==> src/rtl/spike_aer_arbiter.sv <==
`default_nettype none
// ============================================================================
// Module   : spike_aer_arbiter
// Purpose  : Collects one-cycle spike pulses from a neuron array, arbitrates
//            them round-robin (one grant per cycle) and queues the winning
//            neuron indices as address events in a small FIFO drained by a
//            valid/ready consumer. Colliding spikes on an already pending
//            neuron merge and raise a sticky overflow flag.
// Options  : AER_TIMESTAMP_EN - when defined, a free-running TS_WIDTH-bit
//            counter stamps each event at its push edge and the head stamp
//            is presented on aer_ts.
// Revision : 1.0 - initial release
// ============================================================================
module spike_aer_arbiter #(
    parameter int NUM_NEURONS = 4,
    parameter int FIFO_DEPTH  = 4,
    parameter int TS_WIDTH    = 8
) (
    input  logic                           clk,
    input  logic                           reset,
    input  logic [NUM_NEURONS-1:0]         spike_in,
    input  logic                           aer_ready,
    output logic                           aer_valid,
    output logic [$clog2(NUM_NEURONS)-1:0] aer_addr,
    output logic                           overflow,
`ifdef AER_TIMESTAMP_EN
    output logic [TS_WIDTH-1:0]            aer_ts,
`endif
    output logic                           busy
);

    localparam int ADDR_W = $clog2(NUM_NEURONS);
    localparam int PTR_W  = $clog2(FIFO_DEPTH);
    localparam int CNT_W  = PTR_W + 1;
    localparam logic [CNT_W-1:0] DEPTH_CNT = CNT_W'(FIFO_DEPTH);
    localparam logic [NUM_NEURONS-1:0] ONE_HOT_LSB = {{(NUM_NEURONS-1){1'b0}}, 1'b1};

    // Elaboration-time parameter sanity checks
    if ((NUM_NEURONS < 2) || (NUM_NEURONS > 16) ||
        ((NUM_NEURONS & (NUM_NEURONS - 1)) != 0)) begin : g_bad_num_neurons
        $error("NUM_NEURONS must be a power of two in 2..16");
    end
    if ((FIFO_DEPTH < 2) || (FIFO_DEPTH > 16) ||
        ((FIFO_DEPTH & (FIFO_DEPTH - 1)) != 0)) begin : g_bad_fifo_depth
        $error("FIFO_DEPTH must be a power of two in 2..16");
    end
    if (TS_WIDTH < 1) begin : g_bad_ts_width
        $error("TS_WIDTH must be at least 1");
    end

    logic [NUM_NEURONS-1:0] pend;
    logic [NUM_NEURONS-1:0] req;
    logic [NUM_NEURONS-1:0] pend_next;
    logic [ADDR_W-1:0]      rr_ptr;
    logic [ADDR_W-1:0]      winner;
    logic [ADDR_W-1:0]      idx;
    logic                   found;
    logic                   push_ok;
    logic                   grant;
    logic                   pop;
    logic                   lost;
    logic [PTR_W-1:0]       wr_ptr;
    logic [PTR_W-1:0]       rd_ptr;
    logic [CNT_W-1:0]       count;
    logic [ADDR_W-1:0]      addr_mem [FIFO_DEPTH];

    // A spike that lands on an already pending neuron merges with it
    assign req       = pend | spike_in;
    assign lost      = |(pend & spike_in);
    assign aer_valid = (count != '0);
    assign pop       = aer_valid & aer_ready;
    // A full FIFO can still accept a push when the head leaves on the same edge
    assign push_ok   = (count < DEPTH_CNT) | pop;
    assign grant     = (|req) & push_ok;
    assign busy      = (|pend) | aer_valid;
    // Output forced to zero when empty so reset clears it without touching the RAM
    assign aer_addr  = aer_valid ? addr_mem[rd_ptr] : '0;

    // Round-robin search: first request at or above rr_ptr, wrapping upward
    always_comb begin
        winner = '0;
        found  = 1'b0;
        idx    = '0;
        for (int i = 0; i < NUM_NEURONS; i++) begin
            idx = rr_ptr + ADDR_W'(i);
            if (!found && req[idx]) begin
                winner = idx;
                found  = 1'b1;
            end
        end
    end

    // Pending vector keeps every ungranted request
    always_comb begin
        pend_next = req;
        if (grant) begin
            pend_next = req & ~(ONE_HOT_LSB << winner);
        end
    end

    // Arbiter and FIFO control state
    always_ff @(posedge clk or posedge reset) begin
        if (reset) begin
            pend     <= '0;
            rr_ptr   <= '0;
            wr_ptr   <= '0;
            rd_ptr   <= '0;
            count    <= '0;
            overflow <= 1'b0;
        end else begin
            pend <= pend_next;
            if (grant) begin
                rr_ptr <= winner + ADDR_W'(1);
                wr_ptr <= wr_ptr + PTR_W'(1);
            end
            if (pop) begin
                rd_ptr <= rd_ptr + PTR_W'(1);
            end
            case ({grant, pop})
                2'b10:   count <= count + CNT_W'(1);
                2'b01:   count <= count - CNT_W'(1);
                default: count <= count;
            endcase
            if (lost) begin
                overflow <= 1'b1;
            end
        end
    end

    // Event address storage; pointers alone define validity, so no reset
    always_ff @(posedge clk) begin
        if (grant) begin
            addr_mem[wr_ptr] <= winner;
        end
    end

`ifdef AER_TIMESTAMP_EN
    logic [TS_WIDTH-1:0] ts_cnt;
    logic [TS_WIDTH-1:0] ts_mem [FIFO_DEPTH];

    assign aer_ts = aer_valid ? ts_mem[rd_ptr] : '0;

    // Free-running timestamp, wraps naturally at its maximum value
    always_ff @(posedge clk or posedge reset) begin
        if (reset) begin
            ts_cnt <= '0;
        end else begin
            ts_cnt <= ts_cnt + TS_WIDTH'(1);
        end
    end

    // Stamp captured alongside the address at the push edge
    always_ff @(posedge clk) begin
        if (grant) begin
            ts_mem[wr_ptr] <= ts_cnt;
        end
    end
`endif

endmodule
`default_nettype wire
==> config.mk <==
export PLATFORM = sky130hd
export DESIGN_NAME = spike_aer_arbiter
export DESIGN_NICKNAME = d
export VERILOG_FILES = /design/src/rtl/spike_aer_arbiter.sv
export SDC_FILE = /design/constraint.sdc
export NUM_CORES = 1
export LEC_CHECK = 0
export ABC_CLOCK_PERIOD_IN_PS = 2700
export BUFFER_PORTS_ARGS = -buffer_cell sky130_fd_sc_hd__buf_4
export CORE_MARGIN = 5
export CORE_UTILIZATION = 56
export DETAILED_ROUTE_END_ITERATION = 12
export GPL_TIMING_DRIVEN = 1
export PLACE_DENSITY = 0.76
export SLEW_MARGIN = 25
export SYNTH_ARGS = -nofsm -noshare
export SYNTH_HDL_FRONTEND = slang
export SYNTH_SLANG_ARGS = --single-unit
==> constraint.sdc <==
create_clock -name clk -period 2.7 [get_ports clk]
set_input_delay 0.405 -clock clk [delete_from_list [all_inputs] [get_ports clk]]
set_output_delay 0.405 -clock clk [all_outputs]
set_load 0.1 [all_outputs]
=== Yosys cells after proc, flatten, opt, wreduce, memory -nomap -nowiden ===
Memories as Yosys holds them, arrays and structs flattened.
Index checks and enable logic that the tools add are counted.

* Word-level logic and storage cells: 62
* Memories: 1
* Bits of input ports: 7
* Register bits after elaboration: 14
* Bits in writable memories: 8

* Magnitude comparators: 5
* Multiplexer cells: 20
* Eq/ne operators: 2
* Add/subtract/negate cells: 8
* Reductions and logical operators: 11
* Bitwise logic cells: 8
* Shift-type cells: 1

{| class="wikitable"
|+ Memories
! memory !! words !! width !! rd ports !! clocked after memory_dff !! wr ports !! line !! text
|-
| addr_mem || 4 || 2 || 1 || 0 || 1 || 65 || <nowiki>logic [ADDR_W-1:0] addr_mem [FIFO_DEPTH];</nowiki>
|}

{| class="wikitable"
|+ Operators by type and width
! kind !! count
|-
| 2-bit by 3-bit less-than comparator with 1-bit output (second input constant) || 4
|-
| 4-bit OR reduction || 3
|-
| 2-bit 2-to-1 mux || 5
|-
| 1-bit 2-to-1 mux || 9
|-
| 2-bit by 1-bit adder with 2-bit output (second input constant) || 4
|-
| 4-bit AND || 2
|-
| 1-bit binary-select mux with 2-bit select || 4
|-
| 3-bit case mux with 2 select lines || 1
|-
| 2-bit adder (second input constant) || 2
|-
| 4-bit 2-to-1 mux || 1
|-
| 4-bit inverter || 1
|-
| 4-bit OR || 1
|-
| 1-bit by 2-bit left shift with 4-bit output (first input constant) || 1
|-
| 3-bit by 1-bit adder with 3-bit output (second input constant) || 1
|-
| 1-bit logical AND || 3
|-
| 1-bit logical NOT || 3
|-
| 3-bit less-than comparator (second input constant) || 1
|-
| 3-bit nonzero test || 1
|-
| 3-bit by 1-bit subtractor with 3-bit output (second input constant) || 1
|-
| 1-bit AND || 2
|-
| 2-bit by 1-bit equality test with 1-bit output (second input constant) || 1
|-
| 2-bit equality test (second input constant) || 1
|-
| 1-bit OR || 2
|-
| 2-bit nonzero test || 1
|}

=== Depth between registers and ports, before layout ===
* Depth after elaboration: 17
* Depth in mapped cells: 9
* Gate-level depth less buffers: 9

=== Least setup slack after synthesis ===
OpenSTA, ideal clock, no wires.

* Path kind: reg-to-reg
* Start: reg count[0]
* End: reg count[2]
* Clock period less this slack: 2.437 ns
* Required time: 2.621 ns
* Path buffers: 0
* Stages on the path, launching flop included: 9
* Data arrival time: 2.358 ns
* Setup slack: 0.263 ns
* Path through: dfrtp_1 -> or3_1 -> and2_1 -> ha_1 -> inv_1 -> fa_1 -> xor2_1 -> nor2_1 -> xor2_1

* Longest elaborated chain between the ends: 6
* Elaborated cells on any way between the ends: 11
* Those cells by class: add/sub (2); order compare (1); eq/ne (2); mux (1); bitwise (3); reduce/logical (2)

{| class="wikitable"
|+ Ends and longest elaborated chain
! what !! line !! text
|-
| start, declared || 64 || <nowiki>logic [CNT_W-1:0] count;</nowiki>
|-
| start signal, assigned || 120 || <nowiki>2'b10: count <= count + CNT_W'(1);</nowiki>
|-
| start signal, assigned || 121 || <nowiki>2'b01: count <= count - CNT_W'(1);</nowiki>
|-
| start signal, assigned || 122 || <nowiki>default: count <= count;</nowiki>
|-
| 3-bit nonzero test * || 70 || <nowiki>assign aer_valid = (count != '0);</nowiki>
|-
| via aer_valid || 23 || <nowiki>output logic aer_valid,</nowiki>
|-
| 1-bit AND * || 71 || <nowiki>assign pop = aer_valid & aer_ready;</nowiki>
|-
| via pop || 60 || <nowiki>logic pop;</nowiki>
|-
| 1-bit OR || 73 || <nowiki>assign push_ok = (count < DEPTH_CNT) | pop;</nowiki>
|-
| 1-bit AND || 74 || <nowiki>assign grant = (|req) & push_ok;</nowiki>
|-
| 2-bit by 1-bit equality test with 1-bit output or 2-bit equality test (tied branches) || 119 || <nowiki>case ({grant, pop})</nowiki>
|-
| 3-bit case mux with 2 select lines or 2-bit nonzero test (tied branches) || - ||
|}

The timed path passes the listed nets; every way through them passes the cells marked *.
A chain may end at the register's enable or synchronous reset.

=== Final worst setup path ===
* Start: reg pend[2]
* End: reg count[2]

* Longest elaborated chain between the ends: 5
* Elaborated cells on any way between the ends: 7
* Those cells by class: eq/ne (2); mux (1); bitwise (2); reduce/logical (2)

{| class="wikitable"
|+ Ends and longest elaborated chain
! what !! line !! text
|-
| start, declared || 51 || <nowiki>logic [NUM_NEURONS-1:0] pend;</nowiki>
|-
| start signal, assigned || 111 || <nowiki>pend <= pend_next;</nowiki>
|-
| 4-bit OR * || 68 || <nowiki>assign req = pend | spike_in;</nowiki>
|-
| 4-bit OR reduction * || 74 ||
|-
| 1-bit AND * || 74 ||
|-
| 2-bit by 1-bit equality test with 1-bit output or 2-bit equality test (tied branches) || 119 ||
|-
| 3-bit case mux with 2 select lines or 2-bit nonzero test (tied branches) || - ||
|}

Every way passes the cells marked *; elsewhere a longest branch is shown, timed or not.

==> impl_metrics.ini <==
[finish]
drive_gt1_share_pct = 20.0
fin_nets = 124
fin_util_pct = 65.4
post_layout_nonfiller_instances = 137
diodes = 0
synthToLayoutAreaGrowth_pct = 11.8

[worst_setup_path]
crit_slowest_cell = dfrtp_1
cpPeakStageDelay_ps = 450
worstPathArrival_ps = 2420
reg2regPathDepth = 9
worstSetupPathType = reg -> reg
path_cells = nor2_1 > a41oi_1 > inv_1 > ha_1 > inv_1 > fa_1 > xor2_1 > nor2_1 > xor2_1
path_max_fanout = 5
r2r_start = pend[2]
crit_path_start_kind = flip-flop
required_ps = 2930
crit_path_end_kind = flip-flop
r2r_slack_ps = 520
timing.rr.end = count[2]

[placement]
gp_congestion = 0.918
place_inst = 133
post-dp-hpwl_um = 1480
portBuffers = 11

[global_route]
antenna_found_initial = 0
grt-ovfl-total = 0
grt_use_total_pct = 16.8
grt_pass1_wl_um = 3500
grt_pass1_vias = 748
grt_max_degree = 15

[die]
core_um2 = 1940
die_w_um = 55.0
chipHeight_um = 55.0
dieArea_um2 = 3030
ioPinCount = 12
start_util_pct = 58.5
rows = 16

[synth]
async_flop_share_pct = 63.6
yosys.area_share.simple_pct = 13.2
synth_compound_area_share_pct = 13.3
netlist_area_um2 = 1140
synth_top_family_by_area = compound AO/OA/AOI/OAI gates
synth-xor-area-share_pct = 4.63
yosysWarnings = 0
synth_seq_cells = 22
syn-instance-count = 96
synth_seq_area_share_pct = 52.0
synth_ff_type = dfrtp_1
muxShareOfSynthArea_pct = 4.85
synth_area_per_cell_um2 = 11.8
synth.distinct_cells = 38
synth_fa_ha_area_share_pct = 7.27
synth_fp_nets = 109
synth-edff-count = 8

[route]
routed-via-count = 787
wl_per_cell_um = 14.9
finalWirelength_um = 2050
first_pass_iters = 4
vias_per_cell = 5.74
drc = 0
ant_nets = 0
drtIter0Drc = 48

[sta]
finalMaxSlewViolations = 0
fmax_ghz = 0.458
rsz0062_at_grt = no
final-setup-viol-count = 0
final.period_utilization_pct = 80.9
tns_ps = 0
worst_pin_slew_ps = 718
min_period_ps = 2180
finalClockSkew_ps = 2.32
relSlewSlack_pct = 52.1
hold_viol = 0

[clocking]
hold_buffers = 0
cts_buffers = 3
root_buffer = clkbuf_4
cts_tree = yes
cts_setup_buffers = 0
post_cts_resized = 0
cts.clk_slew.worst_paths_ps = 120
htreeDepth = 1
clock_latency_ps = 300
cts.sinks = 22
clockBufferDepth = 2

[min_path]
hp-class = in -> async

[status]
outcome = complete, no violations

[job]
drv_cap = 0
cell type report:
type                            count  area, um^2
Clock buffer                        3        22.5
Clock inverter                      1        3.75
Fill cell                         166         672
Multi-Input combinational cell     62         492
Timing Repair Buffer               12        90.1
Inverter                           10        37.5
Sequential cell                    22         591
Tap cell                           27        33.8
placed cells by master (no fill, tap or decap):
cell and n:
a211oi_2 1, a21oi_1 5, a222oi_1 1, a22oi_1 1, a31oi_1 3, a41oi_1 1, and2_1 7, buf_4 12
clkbuf_4 3, clkinv_1 1, dfrtp_1 14, edfxtp_1 8, fa_1 1, ha_1 5, inv_1 9, inv_2 1
mux2i_1 1, mux4_2 2, nand2_1 3, nand2b_1 1, nand3_1 1, nor2_1 5, nor2_2 1, nor2b_1 1
nor3_1 1, nor3_2 1, nor4_1 1, o21ai_0 3, o21bai_1 1, o221ai_1 1, o2bb2ai_1 1, o311ai_0 1
o32a_1 2, or2_1 1, or3_1 1, or3_4 1, or4_1 1, xnor2_1 3, xor2_1 3
logic make-up (layout without fill, tap and decap cells):
group                      count (synthesis)  in the layout
AOI/OAI and AO/OA                         21             21
xor gates and xnor gates                   6              6
adders and majority gates                  6              6
buffers and inverters                     12             26
DFF                                       22             22
muxes                                      3              3
and+or+nand+nor                           26             26
critical path: cells and delay by family, from the launching register on:
kind,cells,cell delay [ps]
simple gates,2,400
buf+inv,2,200
fa+ha+maj,2,560
compound gates,1,200
flops,1,450
xor+xnor,2,310
state kept, by name, indices dropped and copies added, names as in the netlist:
register and flops:
overflow 1, count 3, wr_ptr 2, rd_ptr 2, pend 4, addr_mem 8, rr_ptr 2
per-layer routing:
metal	GRT usage (%)	vias to the layer above	wire length (um)
li1	-	374	-
met1	21.8	369	856
met3	4.02	2	165
met4	6.07	0	15
met2	27.4	42	1010
met5	0	-	0
worst max-delay path by stage:
stage          cells past startpoint         from  endpoint  slack [ps]
2_1_floorplan                      8     count[0]  count[2]         260
3_3_place_gp                      10  spike_in[2]  count[2]         570
3_5_place_dp                      10  spike_in[2]  count[2]         480
4_1_cts                            9      pend[2]  count[2]         530
5_1_grt                            9      pend[2]  count[2]         340
6_report                           9      pend[2]  count[2]         520
cells in the mapped netlist, types with 2 or more instances:
| master | n | area, um^2 |
|---|---|---|
| dfrtp_1 | 14 | 350 |
| inv_1 | 9 | 33.8 |
| edfxtp_1 | 8 | 240 |
| and2_1 | 7 | 43.8 |
| a21oi_1 | 5 | 25.0 |
| ha_1 | 5 | 62.6 |
| nor2_1 | 5 | 18.8 |
| a31oi_1 | 3 | 18.8 |
| nand2_1 | 3 | 11.3 |
| o21ai_0 | 3 | 15.0 |
| xnor2_1 | 3 | 26.3 |
| xor2_1 | 3 | 26.3 |
| mux4_2 | 2 | 45.0 |
| o32a_1 | 2 | 20.0 |
stage by stage:
step / area [um^2] / hold slack [ps] / worst slack [ps]
final: 1270 / 133 / 515
after global routing: 1270 / 176 / 343
after CTS: 1270 / 147 / 525
after detailed placement: 1240 / 463 / 482
after global placement: 1240 / 454 / 571
after floorplan: 1140 / 294 / 263
Power is left out: the tool's default activity adds up to more than one toggle a clock period on the data nets, which glitch-free logic cannot reach.
